**config.mk**
```make
export PLATFORM = sky130hd
export DESIGN_NAME = axi_wr_arbiter
export DESIGN_NICKNAME = d
export VERILOG_FILES = /design/src/rtl/axi_wr_arbiter.sv
export SDC_FILE = /design/constraint.sdc
export NUM_CORES = 1
export LEC_CHECK = 0
export CAP_MARGIN = 5
export CORE_AREA = 4 4 141 143
export CTS_CLUSTER_SIZE = 16
export DETAILED_ROUTE_END_ITERATION = 7
export DIE_AREA = 0 0 145 147
export GPL_TIMING_DRIVEN = 1
export PLACE_DENSITY = 0.6
export SLEW_MARGIN = 10
export SYNTH_ARGS = -nofsm -noshare
export SYNTH_HDL_FRONTEND = slang
export SYNTH_SLANG_ARGS = --single-unit
```
**constraint.sdc**
```tcl
create_clock -name HCLK -period 1.94 [get_ports HCLK]
set_input_delay 0.582 -clock HCLK [delete_from_list [all_inputs] [get_ports HCLK]]
set_output_delay 0.582 -clock HCLK [all_outputs]
set_load 0.05 [all_outputs]
```
**src/rtl/axi_wr_arbiter.sv**
```systemverilog
// ---------------------------------------------------------------------------
// axi_wr_arbiter
//
// Round-robin arbiter that shares one AXI write master port (AW/W/B) between
// NREQ single-beat write requesters. Exactly one write is outstanding at a
// time. Each write carries the requester index in AWID, and the B response is
// routed back to the requester that issued the write.
//
// Optional feature macro: AXI_WR_ARB_TIMEOUT_EN
//   When defined, a B-response timeout of TO_CYCLES cycles moves the FSM to
//   ERR. ERR returns SLVERR to the stalled requester and pulses timeout_o.
//   When undefined, RESP waits indefinitely and timeout_o is tied to 0.
//
// Ports (per-requester vectors pack requester i at slice i):
//   HCLK, HRESET            clock, asynchronous active-high reset
//   req_aw_*                per-requester write address (valid/ready/addr/size)
//   req_w_*                 per-requester write data (valid/ready/data/strb)
//   req_b_*                 per-requester write response (valid/resp/ready)
//   axi_aw_*, axi_w_*       shared AXI master AW and W channels
//   axi_b_*                 shared AXI master B channel
//   timeout_o               one-cycle pulse when a B timeout fires
//   dbg_state_o             current FSM state (IDLE=0, ADDR=1, RESP=2, ERR=3)
//
// Handshake rule for every channel: a beat transfers on a rising HCLK edge
// where valid and ready are both 1. Once this block raises an AXI valid, it
// holds it until the handshake, for as long as the granted requester holds
// its own valid. No ready depends on a valid driven by the same side.
// ---------------------------------------------------------------------------
module axi_wr_arbiter #(
  parameter int NREQ      = 2,
  parameter int AW        = 32,
  parameter int DW        = 64,
  parameter int TIDW      = 3,
  parameter int TO_CYCLES = 256
) (
  input  logic                  HCLK,
  input  logic                  HRESET,
  input  logic [NREQ-1:0]       req_aw_valid_i,
  output logic [NREQ-1:0]       req_aw_ready_o,
  input  logic [NREQ*AW-1:0]    req_aw_addr_i,
  input  logic [NREQ*3-1:0]     req_aw_size_i,
  input  logic [NREQ-1:0]       req_w_valid_i,
  output logic [NREQ-1:0]       req_w_ready_o,
  input  logic [NREQ*DW-1:0]    req_w_data_i,
  input  logic [NREQ*DW/8-1:0]  req_w_strb_i,
  output logic [NREQ-1:0]       req_b_valid_o,
  output logic [NREQ*2-1:0]     req_b_resp_o,
  input  logic [NREQ-1:0]       req_b_ready_i,
  output logic [TIDW-1:0]       axi_aw_id_o,
  output logic [AW-1:0]         axi_aw_addr_o,
  output logic [7:0]            axi_aw_len_o,
  output logic [2:0]            axi_aw_size_o,
  output logic [1:0]            axi_aw_burst_o,
  output logic                  axi_aw_valid_o,
  input  logic                  axi_aw_ready_i,
  output logic [DW-1:0]         axi_w_data_o,
  output logic [DW/8-1:0]       axi_w_strb_o,
  output logic                  axi_w_last_o,
  output logic                  axi_w_valid_o,
  input  logic                  axi_w_ready_i,
  input  logic [TIDW-1:0]       axi_b_id_i,
  input  logic [1:0]            axi_b_resp_i,
  input  logic                  axi_b_valid_i,
  output logic                  axi_b_ready_o,
  output logic                  timeout_o,
  output logic [1:0]            dbg_state_o
);

  localparam int GW = (NREQ > 1) ? $clog2(NREQ) : 1;

  typedef enum logic [1:0] {
    IDLE = 2'd0,
    ADDR = 2'd1,
    RESP = 2'd2,
    ERR  = 2'd3
  } state_t;

  state_t            state_q, state_d;
  logic [GW-1:0]     grant_q;
  logic [GW-1:0]     rr_ptr_q;
  logic              aw_done_q, w_done_q;

  logic              rr_found;
  logic [GW-1:0]     rr_win;
  logic [GW-1:0]     rr_idx;

  logic              sel_aw_valid, sel_w_valid, sel_b_ready;
  logic [AW-1:0]     sel_addr;
  logic [2:0]        sel_size;
  logic [DW-1:0]     sel_data;
  logic [DW/8-1:0]   sel_strb;

  logic              gr_aw_ready, gr_w_ready, gr_b_valid;
  logic [1:0]        gr_b_resp;

  logic [TIDW-1:0]   grant_id;
  logic              b_match;
  logic              aw_hs, w_hs, aw_all, w_all;
  logic              b_hs_match;
  logic              to_expire;

  function automatic logic [GW-1:0] next_idx(input logic [GW-1:0] v);
    return (v == GW'(NREQ-1)) ? '0 : v + GW'(1);
  endfunction

  assign grant_id    = TIDW'(grant_q);
  assign b_match     = (axi_b_id_i == grant_id);
  assign aw_hs       = axi_aw_valid_o & axi_aw_ready_i;
  assign w_hs        = axi_w_valid_o & axi_w_ready_i;
  // Include the handshake of the current cycle so that ADDR can leave in the
  // same cycle as the second handshake completes.
  assign aw_all      = aw_done_q | aw_hs;
  assign w_all       = w_done_q | w_hs;
  assign b_hs_match  = (state_q == RESP) & axi_b_valid_i & b_match & axi_b_ready_o;
  assign dbg_state_o = state_q;

  // Round-robin search: the first valid requester at or after rr_ptr wins.
  always_comb begin
    rr_found = 1'b0;
    rr_win   = rr_ptr_q;
    rr_idx   = rr_ptr_q;
    for (int k = 0; k < NREQ; k++) begin
      if (!rr_found && req_aw_valid_i[rr_idx]) begin
        rr_found = 1'b1;
        rr_win   = rr_idx;
      end
      rr_idx = next_idx(rr_idx);
    end
  end

  // Request-side mux from the granted requester.
  always_comb begin
    sel_aw_valid = 1'b0;
    sel_w_valid  = 1'b0;
    sel_b_ready  = 1'b0;
    sel_addr     = '0;
    sel_size     = '0;
    sel_data     = '0;
    sel_strb     = '0;
    for (int i = 0; i < NREQ; i++) begin
      if (grant_q == GW'(i)) begin
        sel_aw_valid = req_aw_valid_i[i];
        sel_w_valid  = req_w_valid_i[i];
        sel_b_ready  = req_b_ready_i[i];
        sel_addr     = req_aw_addr_i[i*AW +: AW];
        sel_size     = req_aw_size_i[i*3 +: 3];
        sel_data     = req_w_data_i[i*DW +: DW];
        sel_strb     = req_w_strb_i[i*(DW/8) +: (DW/8)];
      end
    end
  end

  assign axi_aw_id_o    = grant_id;
  assign axi_aw_addr_o  = sel_addr;
  assign axi_aw_size_o  = sel_size;
  assign axi_aw_len_o   = 8'd0;
  assign axi_aw_burst_o = 2'b01;
  assign axi_w_data_o   = sel_data;
  assign axi_w_strb_o   = sel_strb;
  assign axi_w_last_o   = 1'b1;

  // FSM state register.
  always_ff @(posedge HCLK or posedge HRESET) begin
    if (HRESET) state_q <= IDLE;
    else        state_q <= state_d;
  end

  // FSM next state.
  always_comb begin
    state_d = state_q;
    case (state_q)
      IDLE: if (rr_found) state_d = ADDR;
      ADDR: if (aw_all && w_all) state_d = RESP;
      RESP: begin
        if (b_hs_match)     state_d = IDLE;
        else if (to_expire) state_d = ERR;
      end
`ifdef AXI_WR_ARB_TIMEOUT_EN
      ERR:  if (sel_b_ready) state_d = IDLE;
`endif
      default: state_d = IDLE;
    endcase
  end

  // FSM outputs and per-requester demux. Non-granted bits stay 0.
  always_comb begin
    axi_aw_valid_o = 1'b0;
    axi_w_valid_o  = 1'b0;
    axi_b_ready_o  = 1'b0;
    gr_aw_ready    = 1'b0;
    gr_w_ready     = 1'b0;
    gr_b_valid     = 1'b0;
    gr_b_resp      = 2'b00;
    case (state_q)
      ADDR: begin
        axi_aw_valid_o = sel_aw_valid & ~aw_done_q;
        axi_w_valid_o  = sel_w_valid & ~w_done_q;
        gr_aw_ready    = axi_aw_ready_i & ~aw_done_q;
        gr_w_ready     = axi_w_ready_i & ~w_done_q;
      end
      RESP: begin
        // A B beat carrying another ID is a stray; sink it unconditionally.
        axi_b_ready_o = b_match ? sel_b_ready : 1'b1;
        gr_b_valid    = axi_b_valid_i & b_match;
        gr_b_resp     = axi_b_resp_i;
      end
`ifdef AXI_WR_ARB_TIMEOUT_EN
      ERR: begin
        // A late B for the timed-out write may arrive here; drop it.
        axi_b_ready_o = 1'b1;
        gr_b_valid    = 1'b1;
        gr_b_resp     = 2'b10;
      end
`endif
      default: ;
    endcase

    req_aw_ready_o = '0;
    req_w_ready_o  = '0;
    req_b_valid_o  = '0;
    req_b_resp_o   = '0;
    for (int i = 0; i < NREQ; i++) begin
      if (grant_q == GW'(i)) begin
        req_aw_ready_o[i]      = gr_aw_ready;
        req_w_ready_o[i]       = gr_w_ready;
        req_b_valid_o[i]       = gr_b_valid;
        req_b_resp_o[i*2 +: 2] = gr_b_resp;
      end
    end
  end

  // Grant, round-robin pointer and AW/W completion flags.
  always_ff @(posedge HCLK or posedge HRESET) begin
    if (HRESET) begin
      grant_q   <= '0;
      rr_ptr_q  <= '0;
      aw_done_q <= 1'b0;
      w_done_q  <= 1'b0;
    end else begin
      if (state_q == IDLE && rr_found) grant_q <= rr_win;
      if (state_q == ADDR) begin
        if (aw_all && w_all) begin
          aw_done_q <= 1'b0;
          w_done_q  <= 1'b0;
        end else begin
          aw_done_q <= aw_all;
          w_done_q  <= w_all;
        end
      end
      if (b_hs_match) rr_ptr_q <= next_idx(grant_q);
`ifdef AXI_WR_ARB_TIMEOUT_EN
      if (state_q == ERR && sel_b_ready) rr_ptr_q <= next_idx(grant_q);
`endif
    end
  end

`ifdef AXI_WR_ARB_TIMEOUT_EN
  localparam int TCW = (TO_CYCLES > 2) ? $clog2(TO_CYCLES) : 1;
  logic [TCW-1:0] to_cnt_q;

  // Counter is 0 in the first RESP cycle, so expiry lands on RESP cycle
  // TO_CYCLES unless the matching B completes in that same cycle.
  assign to_expire = (state_q == RESP) && (to_cnt_q == TCW'(TO_CYCLES-1)) && !b_hs_match;
  assign timeout_o = to_expire;

  always_ff @(posedge HCLK or posedge HRESET) begin
    if (HRESET)                to_cnt_q <= '0;
    else if (state_q != RESP)  to_cnt_q <= '0;
    else                       to_cnt_q <= to_cnt_q + TCW'(1);
  end
`else
  assign to_expire = 1'b0;
  // Constant 0 for any legal TO_CYCLES; RESP waits indefinitely in this build.
  assign timeout_o = (TO_CYCLES < 0);
`endif

endmodule

```
==> summary.log <==
qor: floorplanning.design.die.area 21320 um2
qor: synth.synth-seq-cells 6
qor: global_route.gr-total-overflow 0
qor: pwr.seqPwrFrac 3.3%
qor: timing.slew_violations 0
qor: synth.synth_flop_cell sky130_fd_sc_hd__dfrtp_1
qor: detailed_routing.wl_per_cell 18.03 um
qor: timing.max_freq 449.8 MHz
qor: clock_network.cts_root_buf sky130_fd_sc_hd__clkbuf_16
qor: synth.synth-warning-count 0
qor: global_route.first_pass_grt_wire_length 19.02 mm
qor: synth.synth_edf_count 0
qor: clock_network.clk_latency 230 ps
qor: pwr.internal_power 0.004134 W
qor: floorplanning.die_outline_width 145 um
qor: worst_setup_path.worst-setup-path-type reg -> out
qor: timing.final-setup-viol-count 120
qor: floorplanning.initial_utilization 10.24%
qor: detailed_routing.avgViaCountPerCell 3.831
qor: clock_network.clockBufferDepth 2
qor: final_layout.final_cells 803
qor: synth.cell_count_after_synthesis 195
qor: final_layout.drive_gt1_share 49.12%
qor: clock_network.tritoncts.num_buffers 3
qor: pwr.cellLeakagePower 2.709 nW
qor: pwr.power.clock.fraction 3.8%
qor: synth.synth_area 1903 um2
qor: worst_setup_path.required 1360 ps
qor: worst_setup_path.worstSetupStartpointType flip-flop
qor: pwr.netSwitchingPower 0.004907 W
qor: timing.final-hold-violation-count 0
qor: final_layout.finalNetCount 799
qor: final_layout.synthToLayoutAreaGrowth 242.5%
qor: pwr.irDropWorstVdd 0.0006252 V
qor: floorplanning.fp.dieH 147 um
qor: floorplanning.std_cell_rows 50
qor: timing.setup_total_negative_slack -23490 ps
qor: timing.final_period_minus_worst_setup_slack 2223 ps
qor: worst_hold_path.worst_min_path_class reg -> reg
qor: detailed_routing.routed_wire_length 14.48 mm
qor: run_status.outcome finished with violations
qor: floorplanning.floorplan.core_area 18580 um2
qor: worst_setup_path.sort_of_element_at_the_end_of_the_critical_path output port
qor: detailed_routing.detail_route.drc_violations 0
qor: worst_setup_path.worst_ep_arrival 1640 ps
qor: placed_design.finalWeightedCongestion 0.8153
qor: synth.biggest_area_consumer_among_synthesized_cells sky130_fd_sc_hd__mux2_1
qor: placed_design.cell_area_after_placement 5783 um2
qor: timing.finalClockSkew 3.301 ps
qor: synth.async_reset_ff_share 100.0%
qor: synth.ys_seq_area_share 7.890%
qor: detailed_routing.route.met2.wl 7.761 mm
qor: global_route.grt_pass1_vias 3251
qor: final_layout.design_area 6519 um2
qor: synth.synth_top_area_share 63.31%
qor: worst_setup_path.crit_path_cell_trace buf_12, buf_8, mux2_4, nor3b_4, buf_12
qor: flow_run.drv.max_cap_violation_count 0
qor: detailed_routing.detailedRoute.firstPassIterationCount 4
qor: worst_setup_path.critical-path-max-stage-delay 500 ps
qor: placed_design.place_hpwl 11.69 mm
qor: detailed_routing.drt-initial-drc-count 36
qor: placed_design.placed_cells 784
qor: pwr.pwr-share-comb 92.8%
qor: detailed_routing.vias 3076
qor: clock_network.clock_sinks 6
qor: detailed_routing.wl_met3 1.015 mm
qor: worst_setup_path.cp_max_fo 4
qor: detailed_routing.wl_met1 5.551 mm
qor: global_route.antenna_found_initial 1
qor: timing.finalCritPeriodShare 114.6%
qor: global_route.grt.total_usage 11.10%
qor: detailed_routing.detail-route-antenna-nets 0
qor: floorplanning.design.portCount 367
qor: timing.layout_setup_ws -283.4 ps
qor: clock_network.clk_transition_reported_paths 40 ps
qor: clock_network.cts_tree yes
qor: timing.unrepaired_setup_endpoints_after_global_routing true
qor: worst_setup_path.critical-path-slowest-cell sky130_fd_sc_hd__dfrtp_4
qor: worst_setup_path.critical_path.top_delay_family flip-flops
qor: clock_network.cts-htree-levels 1
qor: worst_setup_path.worst_path_most_repeated_cell sky130_fd_sc_hd__buf_12
qor: worst_setup_path.critical_path_buf_inv_count 3
qor: detailed_routing.top_layer_used met4
qor: run_status.failing_checks setup timing
qor: pwr.post-layout-total-power 0.009042 W
qor: pwr.netSwitchingFraction 54.28%
qor: synth.synthTopCellsByArea sky130_fd_sc_hd__mux2_1 (63%), sky130_fd_sc_hd__buf_4 (8.3%), sky130_fd_sc_hd__dfrtp_1 (7.9%)
qor: synth.syn_avg_cell_area 9.759 um2
qor: pwr.power.density 1387 nW/um2
qor: synth.synth_cell_types 31
qor: placed_design.place.port_buffers 352
qor: global_route.maximum_number_of_pins_on_one_net_before_global_route_repair 55
[cell usage after synthesis (2+ instances only)]
library cell	count
sky130_fd_sc_hd__mux2_1	107
sky130_fd_sc_hd__buf_4	21
sky130_fd_sc_hd__buf_2	8
sky130_fd_sc_hd__nor2_1	7
sky130_fd_sc_hd__dfrtp_1	6
sky130_fd_sc_hd__nor3_1	6
sky130_fd_sc_hd__nand2_1	5
sky130_fd_sc_hd__inv_1	4
sky130_fd_sc_hd__nand2b_1	3
sky130_fd_sc_hd__nor3b_1	3
sky130_fd_sc_hd__a31oi_1	2
sky130_fd_sc_hd__conb_1	2
sky130_fd_sc_hd__mux2i_1	2
sky130_fd_sc_hd__o22a_1	2
[cell type report]
class	instances	area [um2]
Fill cell	1878	12060
Timing Repair Buffer	386	4154
Inverter	4	15.01
Antenna cell	1	2.502
Multi-Input combinational cell	168	1819
Clock buffer	4	78.83
Sequential cell	6	156.4
Tap cell	234	292.8
[per-stage QoR]
step | hold WS [ps] | setup slack [ps] | utilization, %
floorplan | 372.8 | -278.9 | -
CTS | 573.6 | -300.9 | 32.33
detailed placement | 558.0 | -566.9 | 31.12
global route | 590.0 | -300.9 | 35.08
global placement | 556.5 | -538.3 | 31.12
finish | 574.9 | -283.4 | 35.08
[cells in the final DEF (no fill, tap or decap), types with 4 or more instances in the layout]
cell                                n
sky130_fd_sc_hd__buf_4             39
sky130_fd_sc_hd__mux2_2            72
sky130_fd_sc_hd__buf_12            19
sky130_fd_sc_hd__mux2_1            23
sky130_fd_sc_hd__buf_6             91
sky130_fd_sc_hd__clkdlybuf4s50_1  214
sky130_fd_sc_hd__clkbuf_16          6
sky130_fd_sc_hd__conb_1            14
sky130_fd_sc_hd__buf_8              5
sky130_fd_sc_hd__mux2_4            13
sky130_fd_sc_hd__dlygate4sd2_1     10
sky130_fd_sc_hd__nor2_4             4
[kinds of logic after synthesis]
group                  count (synthesis)  share of synthesized area (%)
AO/OA/AOI/OAI                         12                          5.194
XOR/XNOR                               1                         0.8549
buffers and inverters                 33                          11.18
flip-flops                             6                          7.889
multiplexers                         110                          65.15
other                                  2                         0.3946
AND/OR/NAND/NOR                       31                          9.337
[power by group through the flow]
stage	sequential (W)	combinational, W	clock [W]
floorplan	0.000340	0.00472	0
global placement	0.000314	0.00710	0
detailed placement	0.000320	0.00715	0
CTS	0.000319	0.00744	0.000351
global route	0.000317	0.00872	0.000358
finish	0.000302	0.00839	0.000348
[flip-flops by register name, indices dropped and copies added, names as in the netlist]
name / count
w_done_q: 1
rr_ptr_q: 1
dbg_state_o: 2
grant_q: 1
aw_done_q: 1
[metal layers]
| metal | vias up | track usage, % |
|---|---|---|
| met5 | - | 0 |
| met4 | 0 | 1.995 |
| met3 | 11 | 3.208 |
| met2 | 176 | 21.76 |
| met1 | 1447 | 11.90 |
| li1 | 1442 | - |
[repair_timing]
| item | 4_1_cts | 5_1_grt |
|---|---|---|
| pin swaps | 14 | 8 |
| setup buffers | 4 | 8 |
| setup endpoints to repair | 121 | 120 |
| gates resized for setup | 62 | 112 |
| hold buffers | 0 | 0 |
| cloned | 0 | 4 |
[path summary, 6_finish.rpt]
path / from / end / slack [ps] / cells past startpoint
setup / recovery: grant_q / axi_w_valid_o / -280 / 5
min in group asynchronous: HRESET / grant_q / 600 / 2
max in group asynchronous: HRESET / grant_q / 1110 / 2
hold / removal: rr_ptr_q / rr_ptr_q / 570 / 1
setup reg to reg: grant_q / dbg_state_o[0] / 210 / 6
hold reg to reg: rr_ptr_q / rr_ptr_q / 570 / 1
Note: power is estimated with default switching activity, not from simulation.
